## src/rtl/key_expander.sv

```systemverilog
// AES-128 key expander: latches a cipher key and derives round keys 1..10 into an 11-slot register file.
// Latency: one round per cycle; key_valid rises 11 edges after the accepted start; rd_key is 1 cycle after rd_idx.
// Backpressure: start is accepted only while ready=1; a start during expansion is dropped.

// AES forward S-box, pure lookup. Byte 0x00 sits in the most significant byte of the table.
module sbox (
   input  logic [7:0] din,
   output logic [7:0] dout
);
   localparam logic [2047:0] TABLE = {
      128'h637c777bf26b6fc53001672bfed7ab76,
      128'hca82c97dfa5947f0add4a2af9ca472c0,
      128'hb7fd9326363ff7cc34a5e5f171d83115,
      128'h04c723c31896059a071280e2eb27b275,
      128'h09832c1a1b6e5aa0523bd6b329e32f84,
      128'h53d100ed20fcb15b6acbbe394a4c58cf,
      128'hd0efaafb434d338545f9027f503c9fa8,
      128'h51a3408f929d38f5bcb6da2110fff3d2,
      128'hcd0c13ec5f974417c4a77e3d645d1973,
      128'h60814fdc222a908846eeb814de5e0bdb,
      128'he0323a0a4906245cc2d3ac629195e479,
      128'he7c8376d8dd54ea96c56f4ea657aae08,
      128'hba78252e1ca6b4c6e8dd741f4bbd8b8a,
      128'h703eb5664803f60e613557b986c11d9e,
      128'he1f8981169d98e949b1e87e9ce5528df,
      128'h8ca1890dbfe6426841992d0fb054bb16
   };

   logic [10:0] base;

   // Byte offset of the selected entry, counted from the top of the table.
   always_comb begin
      base = {din, 3'b000};
      dout = TABLE[11'd2047 - base -: 8];
   end
endmodule

module key_expander (
   input  logic         clk,
   input  logic         rst_n,
   input  logic         start,
   input  logic [127:0] key_in,
   output logic         ready,
   output logic         key_valid,
   input  logic [3:0]   rd_idx,
   output logic [127:0] rd_key,
   output logic [3:0]   round
);
   typedef enum logic [1:0] {IDLE, EXPAND, READY_KEYS} state_t;

   state_t        state_q, state_d;
   logic [3:0]    round_q, round_d;
   logic          load;
   logic          wr;
   logic          kv_q;
   logic [127:0]  slot [0:10];
   logic [3:0]    prev_idx;
   logic [127:0]  prev_key;
   logic [127:0]  next_key;
   logic [31:0]   w0, w1, w2, w3;
   logic [31:0]   rot, sub, temp;
   logic [31:0]   n0, n1, n2, n3;
   logic [7:0]    rc;

   // Control state and round counter; reset wins over any start in the same cycle.
   always_ff @(posedge clk) begin
      if (!rst_n) begin
         state_q <= IDLE;
         round_q <= 4'd0;
         kv_q    <= 1'b0;
      end else begin
         state_q <= state_d;
         round_q <= round_d;
         // Lags entry into READY_KEYS by one edge; a restart clears it at once.
         kv_q    <= (state_q == READY_KEYS) && !load;
      end
   end

   // Next-state logic: accept start when idle or holding keys, then step one round per cycle.
   always_comb begin
      state_d = state_q;
      round_d = round_q;
      load    = 1'b0;
      wr      = 1'b0;
      case (state_q)
         IDLE, READY_KEYS: begin
            if (start && rst_n) begin
               load    = 1'b1;
               state_d = EXPAND;
               round_d = 4'd1;
            end
         end
         EXPAND: begin
            wr = rst_n;
            if (round_q == 4'd10) begin
               state_d = READY_KEYS;
               round_d = 4'd0;
            end else begin
               round_d = round_q + 4'd1;
            end
         end
         default: begin
            state_d = IDLE;
            round_d = 4'd0;
         end
      endcase
   end

   assign ready     = (state_q != EXPAND);
   assign key_valid = kv_q;
   assign round     = round_q;

   // Round constant for the round being computed.
   always_comb begin
      case (round_q)
         4'd1:    rc = 8'h01;
         4'd2:    rc = 8'h02;
         4'd3:    rc = 8'h04;
         4'd4:    rc = 8'h08;
         4'd5:    rc = 8'h10;
         4'd6:    rc = 8'h20;
         4'd7:    rc = 8'h40;
         4'd8:    rc = 8'h80;
         4'd9:    rc = 8'h1b;
         4'd10:   rc = 8'h36;
         default: rc = 8'h00;
      endcase
   end

   // Previous round key words; round 0 never reaches the write path, the guard only keeps the index in range.
   always_comb begin
      prev_idx = (round_q == 4'd0) ? 4'd0 : round_q - 4'd1;
      prev_key = slot[prev_idx];
      w0       = prev_key[127:96];
      w1       = prev_key[95:64];
      w2       = prev_key[63:32];
      w3       = prev_key[31:0];
      rot      = {w3[23:0], w3[31:24]};
   end

   for (genvar i = 0; i < 4; i++) begin : g_sub
      sbox u_sbox (
         .din  (rot[8*i +: 8]),
         .dout (sub[8*i +: 8])
      );
   end

   // Word chain of one key-schedule round.
   always_comb begin
      temp     = sub ^ {rc, 24'h0};
      n0       = w0 ^ temp;
      n1       = n0 ^ w1;
      n2       = n1 ^ w2;
      n3       = n2 ^ w3;
      next_key = {n0, n1, n2, n3};
   end

   // Round-key storage; contents need no reset since key_valid gates their meaning.
   always_ff @(posedge clk) begin
      if (load) slot[0] <= key_in;
      if (wr)   slot[round_q] <= next_key;
   end

   // Registered read port; indices past the last round return zero.
   always_ff @(posedge clk) begin
      if (!rst_n)                rd_key <= 128'h0;
      else if (rd_idx <= 4'd10)  rd_key <= slot[rd_idx];
      else                       rd_key <= 128'h0;
   end
endmodule

```

## config.mk

```make
export PLATFORM = sky130hd
export DESIGN_NAME = key_expander
export DESIGN_NICKNAME = d
export VERILOG_FILES = /design/src/rtl/key_expander.sv
export SDC_FILE = /design/constraint.sdc
export NUM_CORES = 2
export LEC_CHECK = 0
export BUFFER_PORTS_ARGS = -buffer_cell sky130_fd_sc_hd__buf_2
export CELL_PAD_IN_SITES_DETAIL_PLACEMENT = 0
export CELL_PAD_IN_SITES_GLOBAL_PLACEMENT = 1
export CORE_MARGIN = 2
export CORE_UTILIZATION = 40
export DETAILED_ROUTE_END_ITERATION = 8
export PLACE_DENSITY = 0.68
export SLEW_MARGIN = 10
export SYNTH_ARGS = -nofsm -noshare
export SYNTH_HDL_FRONTEND = slang
export SYNTH_SLANG_ARGS = --single-unit
```

## constraint.sdc

```tcl
create_clock -name clk -period 14.79 [get_ports clk]
set_input_delay 1.479 -clock clk [delete_from_list [all_inputs] [get_ports clk]]
set_output_delay 1.479 -clock clk [all_outputs]
set_load 0.01 [all_outputs]
```

; ---- After elaboration in Yosys (flattened, before gate mapping)
; Memory sizes are Yosys's and may differ from the RTL's. A register that Yosys moved wholly into a read port is not among the register bits.
; Cells that the tools add are included.
[totals]
mem_bits_rw = 1408
inputBits = 135
register_bits = 7
rom_bits = 128
mem_count = 2
[classes]
n_addsub = 6
bitwise = 5
shifts = 4
n_lt_le_gt_ge = 1
eq_ne = 6
n_mux = 19
reduce_logical = 10
[memory_table]
columns = memory, words, word_bits, rd, rd_clocked_by_memory_dff, wr, line
row1 = slot, 11, 128, 2, 1, 1, 56  ; logic [127:0] slot [0:10];
row2 = (no name shown), 16, 8, 1, 1, 0, 115  ; case (round_q)
[ops]
columns = operator, n
row1 = $shiftx A2055 B12 Y8 const A, 4
row2 = $xor A32 B32 Y32, 5
row3 = $mux W128, 1
row4 = $reduce_or A128 Y1, 1
row5 = $sub A11 B11 Y11 const A, 4
row6 = $mux W4, 6
row7 = $mux W1, 8
row8 = $pmux W4 S2, 1
row9 = $add A4 B1 Y4 const B, 1
row10 = $eq A4 B4 Y1 const B, 1
row11 = $le A4 B4 Y1 const B, 1
row12 = $logic_not A4 Y1, 1
row13 = $mux W2, 2
row14 = $ne A2 B2 Y1 const B, 2
row15 = $pmux W2 S2, 1
row16 = $reduce_and A2 Y1, 2
row17 = $sub A4 B1 Y4 const B, 1
row18 = $eq A2 B1 Y1 const B, 1
row19 = $eq A2 B2 Y1 const B, 1
row20 = $logic_and A1 B1 Y1, 2
row21 = $logic_not A1 Y1, 2
row22 = $logic_not A2 Y1, 1
row23 = $ne A2 B1 Y1 const B, 1
row24 = $reduce_or A2 Y1, 1

; ---- Depth between registers and ports, before layout
; An unclocked memory read counts as a cell.
[depth]
ltp_word = 11
ltp_mapped = 25
depth_no_buf = 18

; ---- Cells and area by module
; Synthesis repeated with hierarchy kept, for this count alone.
[hier_totals]
hier_cells = 7801
area_unflattened_um2 = 87904.3
[modules_own_cells]
columns = mod, area_per_inst_um2, cells_per_inst, n_inst
row1 = key_expander, 74161.1, 5597, 1
row2 = sbox, 3435.8, 551, 4

; ---- Worst setup path before layout
; Ideal clock, no wire load.
[synth_timing]
path_kind = register to register
startpoint = register round_q[1], in the netlist round[1]
endpoint = memory slot[2][0], enable pin
stages_incl_launch_ff = 12
t_arrival_ns = 10.933
slack_ns = 3.085
path_buffers = 9
setup_ns = 0.772
t_required_ns = 14.018
period_less_slack_ns = 11.705
cell_sequence = dfxtp_1 -> buf_4 -> nand2b_1 -> buf_2 -> buf_2 -> buf_1 -> clkbuf_1 -> buf_2 -> buf_1 -> buf_1 -> clkbuf_1 -> nor3_1
[synth_via]
elab_chain_len = 1
[synth_lines]
columns = item, line
row1 = from (decl), 52  ; logic [3:0] round_q, round_d;
row2 = from (signal assigned), 73  ; round_q <= round_d;
row3 = $mux W4 (no line), -
row4 = to (decl), 56
; No other way between the ends.

; ---- Final worst setup path
[layout_timing]
startpoint = register round_q[2], in the netlist round[2]
endpoint = memory slot[5][38], data pin
[layout_via]
elab_chain_len = 10
word_cells_on_any_way = 11
cone_classes = 2 x add/sub / 1 x shift / 2 x mux / 4 x bitwise / 1 x reduce/logical / 1 x memory
[layout_lines]
columns = item, line
row1 = $sub A4 B1 Y4 / $logic_not A4 Y1 (equally long branches), 132  ; prev_idx = (round_q == 4'd0) ? 4'd0 : round_q - 4'd1;
row2 = $mux W4 (*), 132
row3 = $mem_v2 Z11 W128 (*), -
row4 = $sub A11 B11 Y11, 34  ; dout = TABLE[11'd2047 - base -: 8];
row5 = $shiftx A2055 B12 Y8, 34
row6 = $xor A32 B32 Y32, 150  ; temp = sub ^ {rc, 24'h0};
row7 = $xor A32 B32 Y32, 151  ; n0 = w0 ^ temp;
row8 = $xor A32 B32 Y32, 152  ; n1 = n0 ^ w1;
row9 = $xor A32 B32 Y32 (*), 153  ; n2 = n1 ^ w2;
row10 = $mux W128 (no line) (*), -
; Every way passes the cells marked *; elsewhere a longest branch is shown, timed or not.

==> flow_metrics.env <==
export IMPL_fp_dieArea_um2=225000
export IMPL_dpl_cell_area_um2=92700
export IMPL_yosysTopAreaCellShare=0.478
export IMPL_worst_endpoint_arrival_ps=10130
export IMPL_worst_slack_ps=5140
export IMPL_floorplan_initialDensity=0.403
export IMPL_port_buffers=268
export IMPL_synthesis_nets=8443
export IMPL_timing_critical_path_from="round[2]"
export IMPL_post_drt_wl_per_cell_um=36.0
export IMPL_yosys_top_cells_area="edfxtp_1 (48%), mux4_2 (6.7%), nand2_1 (4.8%), a21oi_1 (4.3%), a211oi_1 (3.9%)"
export IMPL_async_flop_share=0
export IMPL_drt_pass1_iterations=6
export IMPL_dominant_cell_by_count_in_the_synthesized_netlist="edfxtp_1"
export IMPL_total_power_mw=12.2
export IMPL_worst_path_max_fanout=48
export IMPL_power_per_cell_area_nw_per_um2=123
export IMPL_synth_sequential_area_ratio=0.510
export IMPL_startpoint_type="flip-flop"
export IMPL_final_setup_viol_count=0
export IMPL_hold_viol_final=0
export IMPL_ctsRootBufferMaster="clkbuf_16"
export IMPL_final_min_period_over_clock_period=0.652
export IMPL_count_of_buffers_added_by_post_cts_timing_repair_for_setup=0
export IMPL_insertion_delay_ps=870
export IMPL_wirelength_um=407000
export IMPL_fin_setup_tns_ps=0
export IMPL_globalplace_congestion=1.01
export IMPL_route_vias_total=76400
export IMPL_yosys_top_cells_count="edfxtp_1 (1408), nand2_1 (1123), a21oi_1 (766)"
export IMPL_fin_worst_hold_slack_ps=670
export IMPL_slew_violations=0
export IMPL_grt_usage=0.352
export IMPL_synth_enable_flop_cells=1408
export IMPL_first_global_vias=72700
export IMPL_rsz0062_at_grt="false"
export IMPL_crit_reg2reg_launch="round[2]"
export IMPL_final_antenna_net_count=0
export IMPL_post_route_min_period_ps=9650
export IMPL_synth_top_cell_by_area="edfxtp_1"
export IMPL_end_kind="flip-flop"
export IMPL_netlist_instances=8248
export IMPL_worst_pin_slew_ps=1420
export IMPL_placeable_area_um2=220000
export IMPL_max_slew_margin=0.0409
export IMPL_min_delay_path_class="flip-flop to flip-flop"
export IMPL_die_width_um=474
export IMPL_cts_clk_slew_worst_paths_ps=60
export IMPL_timing_clock_skew_ps=75.6
export IMPL_dpl_worst_slack_ps=5430
export IMPL_post_synth_cell_area_avg_um2=10.7
export IMPL_antenna_found_initial=28
export IMPL_rows=172
export IMPL_nets=8357
export IMPL_worst_hold_startpoint="slot[10][45]"
export IMPL_vias_per_cell=6.77
export IMPL_grt_first_pass_wirelength_um=565000
export IMPL_drt_initial_drc_count=11100
export IMPL_hpwlAfterDp_um=254000
export IMPL_synth_distinct_cells=125
export IMPL_vdd_ir_drop_worst_mv=0.130
export IMPL_grt_overflow=0
export IMPL_floorplan_die_height_um=474
export IMPL_share_of_final_layout_standard_cells_stronger_than_drive_strength_1=0.151
export IMPL_layout_area_overhead_vs_synth_pct=11.5
export IMPL_yosysWarnings=0
export IMPL_cts_buffers_inserted=175
export IMPL_tritoncts="yes"
export IMPL_maxCapViolCount=0
export IMPL_clock_buffer_depth=3
export IMPL_outcome="complete, no violations"
export IMPL_largest_net_degree_at_the_start_of_global_routing=137
export IMPL_cell_area_after_layout_um2=98700
export IMPL_synth_top_flop_cell="edfxtp_1"
export IMPL_total_leakage_power_nw=33.3
export IMPL_syn_area_um2=88500
export IMPL_postSynthRegisterBits=1551
export IMPL_io_pin_count=269
export IMPL_postCtsResizedCells=0
export IMPL_worst_endpoint_required_ps=15270
export IMPL_htree_num_levels=4
export IMPL_number_of_hold_buffers_added_after_cts=0
export IMPL_final_routed_drc_violation_total=0
export IMPL_worstSetupPathType="flip-flop to flip-flop"
export IMPL_clock_fmax_mhz=104
export IMPL_clock_sinks=1551
## state kept, by name, summed over array words and instances, names as in the netlist
name,count
slot,1408
rd_key,128
rc,8
round,4
state_q,2
key_valid,1
## layout by cell type (no fill, tap or decap), drive strengths merged, types with 49 or more instances in the layout
| cell | n |
|---|---|
| nor2b | 149 |
| o311ai | 49 |
| xnor2 | 137 |
| nand2b | 52 |
| ha | 60 |
| nand3 | 202 |
| a22oi | 118 |
| o21ai | 600 |
| a221oi | 49 |
| nor2 | 414 |
| buf | 546 |
| clkbuf | 245 |
| edfxtp | 1408 |
| a31oi | 159 |
| nor3 | 114 |
| dfxtp | 143 |
| inv | 61 |
| clkinv | 60 |
| mux4 | 262 |
| nand2 | 1123 |
| mux2i | 185 |
| a311oi | 74 |
| a21oi | 771 |
| xor2 | 62 |
| a211oi | 459 |
| o211ai | 108 |
## critical path, stage by stage, from the launching register on
cell and delay [ps]:
dfxtp_4 650, buf_4 680, or3_1 490, nand2_4 450, a221oi_1 440, o22a_1 200, buf_4 310, clkinv_1 770
ha_1 540, buf_4 230, a211oi_1 390, o21ai_0 150, a21oi_1 180, o21ai_0 220, a32oi_1 370, o221ai_2 370
xnor2_1 1100, xnor2_1 640, o21ai_0 1030
## power breakdown
part	internal [mW]	switching (mW)	leakage [nW]
combinational	0.736	1.95	16.5
clock	2.61	1.89	2.91
sequential	4.94	0.0316	13.9
## cell type report
class / count / area (um2)
timing repair buffer: 546 / 3730
sequential: 1551 / 45200
fill: 20400 / 121000
clock inverter: 82 / 1030
tap: 2958 / 3700
antenna: 16 / 40.0
multi-input combinational: 5833 / 39900
inverter: 55 / 228
clock buffer: 245 / 4930
## final timing paths
path	to	slack (ps)	cells after the start
setup / recovery	slot[5][38]	5140	18
hold reg to reg	rd_key[45]	670	2
setup reg to reg	slot[5][38]	5140	18
hold / removal	rd_key[45]	670	2
## kinds of logic after synthesis
logic type | count (synthesis) | synth area share
fa+ha+maj | 60 | 0.00848
compound gates | 2867 | 0.213
mux | 464 | 0.0898
buf+inv | 864 | 0.0438
xor+xnor | 203 | 0.0214
simple gates | 2239 | 0.113
flops | 1551 | 0.510
## per-stage QoR
| step | util | instances |
|---|---|---|
| 3_5_place_dp | 0.422 | 10900 |
| 3_3_place_gp | 0.422 | 10900 |
| 4_1_cts | 0.449 | 11300 |
| 2_1_floorplan | - | 8248 |
| 6_report | 0.449 | 11300 |
| 5_1_grt | 0.449 | 11300 |
## metal layers
layer	wire, um	GRT usage
met5	70	0
met4	24100	0.186
met3	43600	0.0777
met2	178000	0.524
met1	161000	0.478
Note: power is estimated with default switching activity, not from simulation.
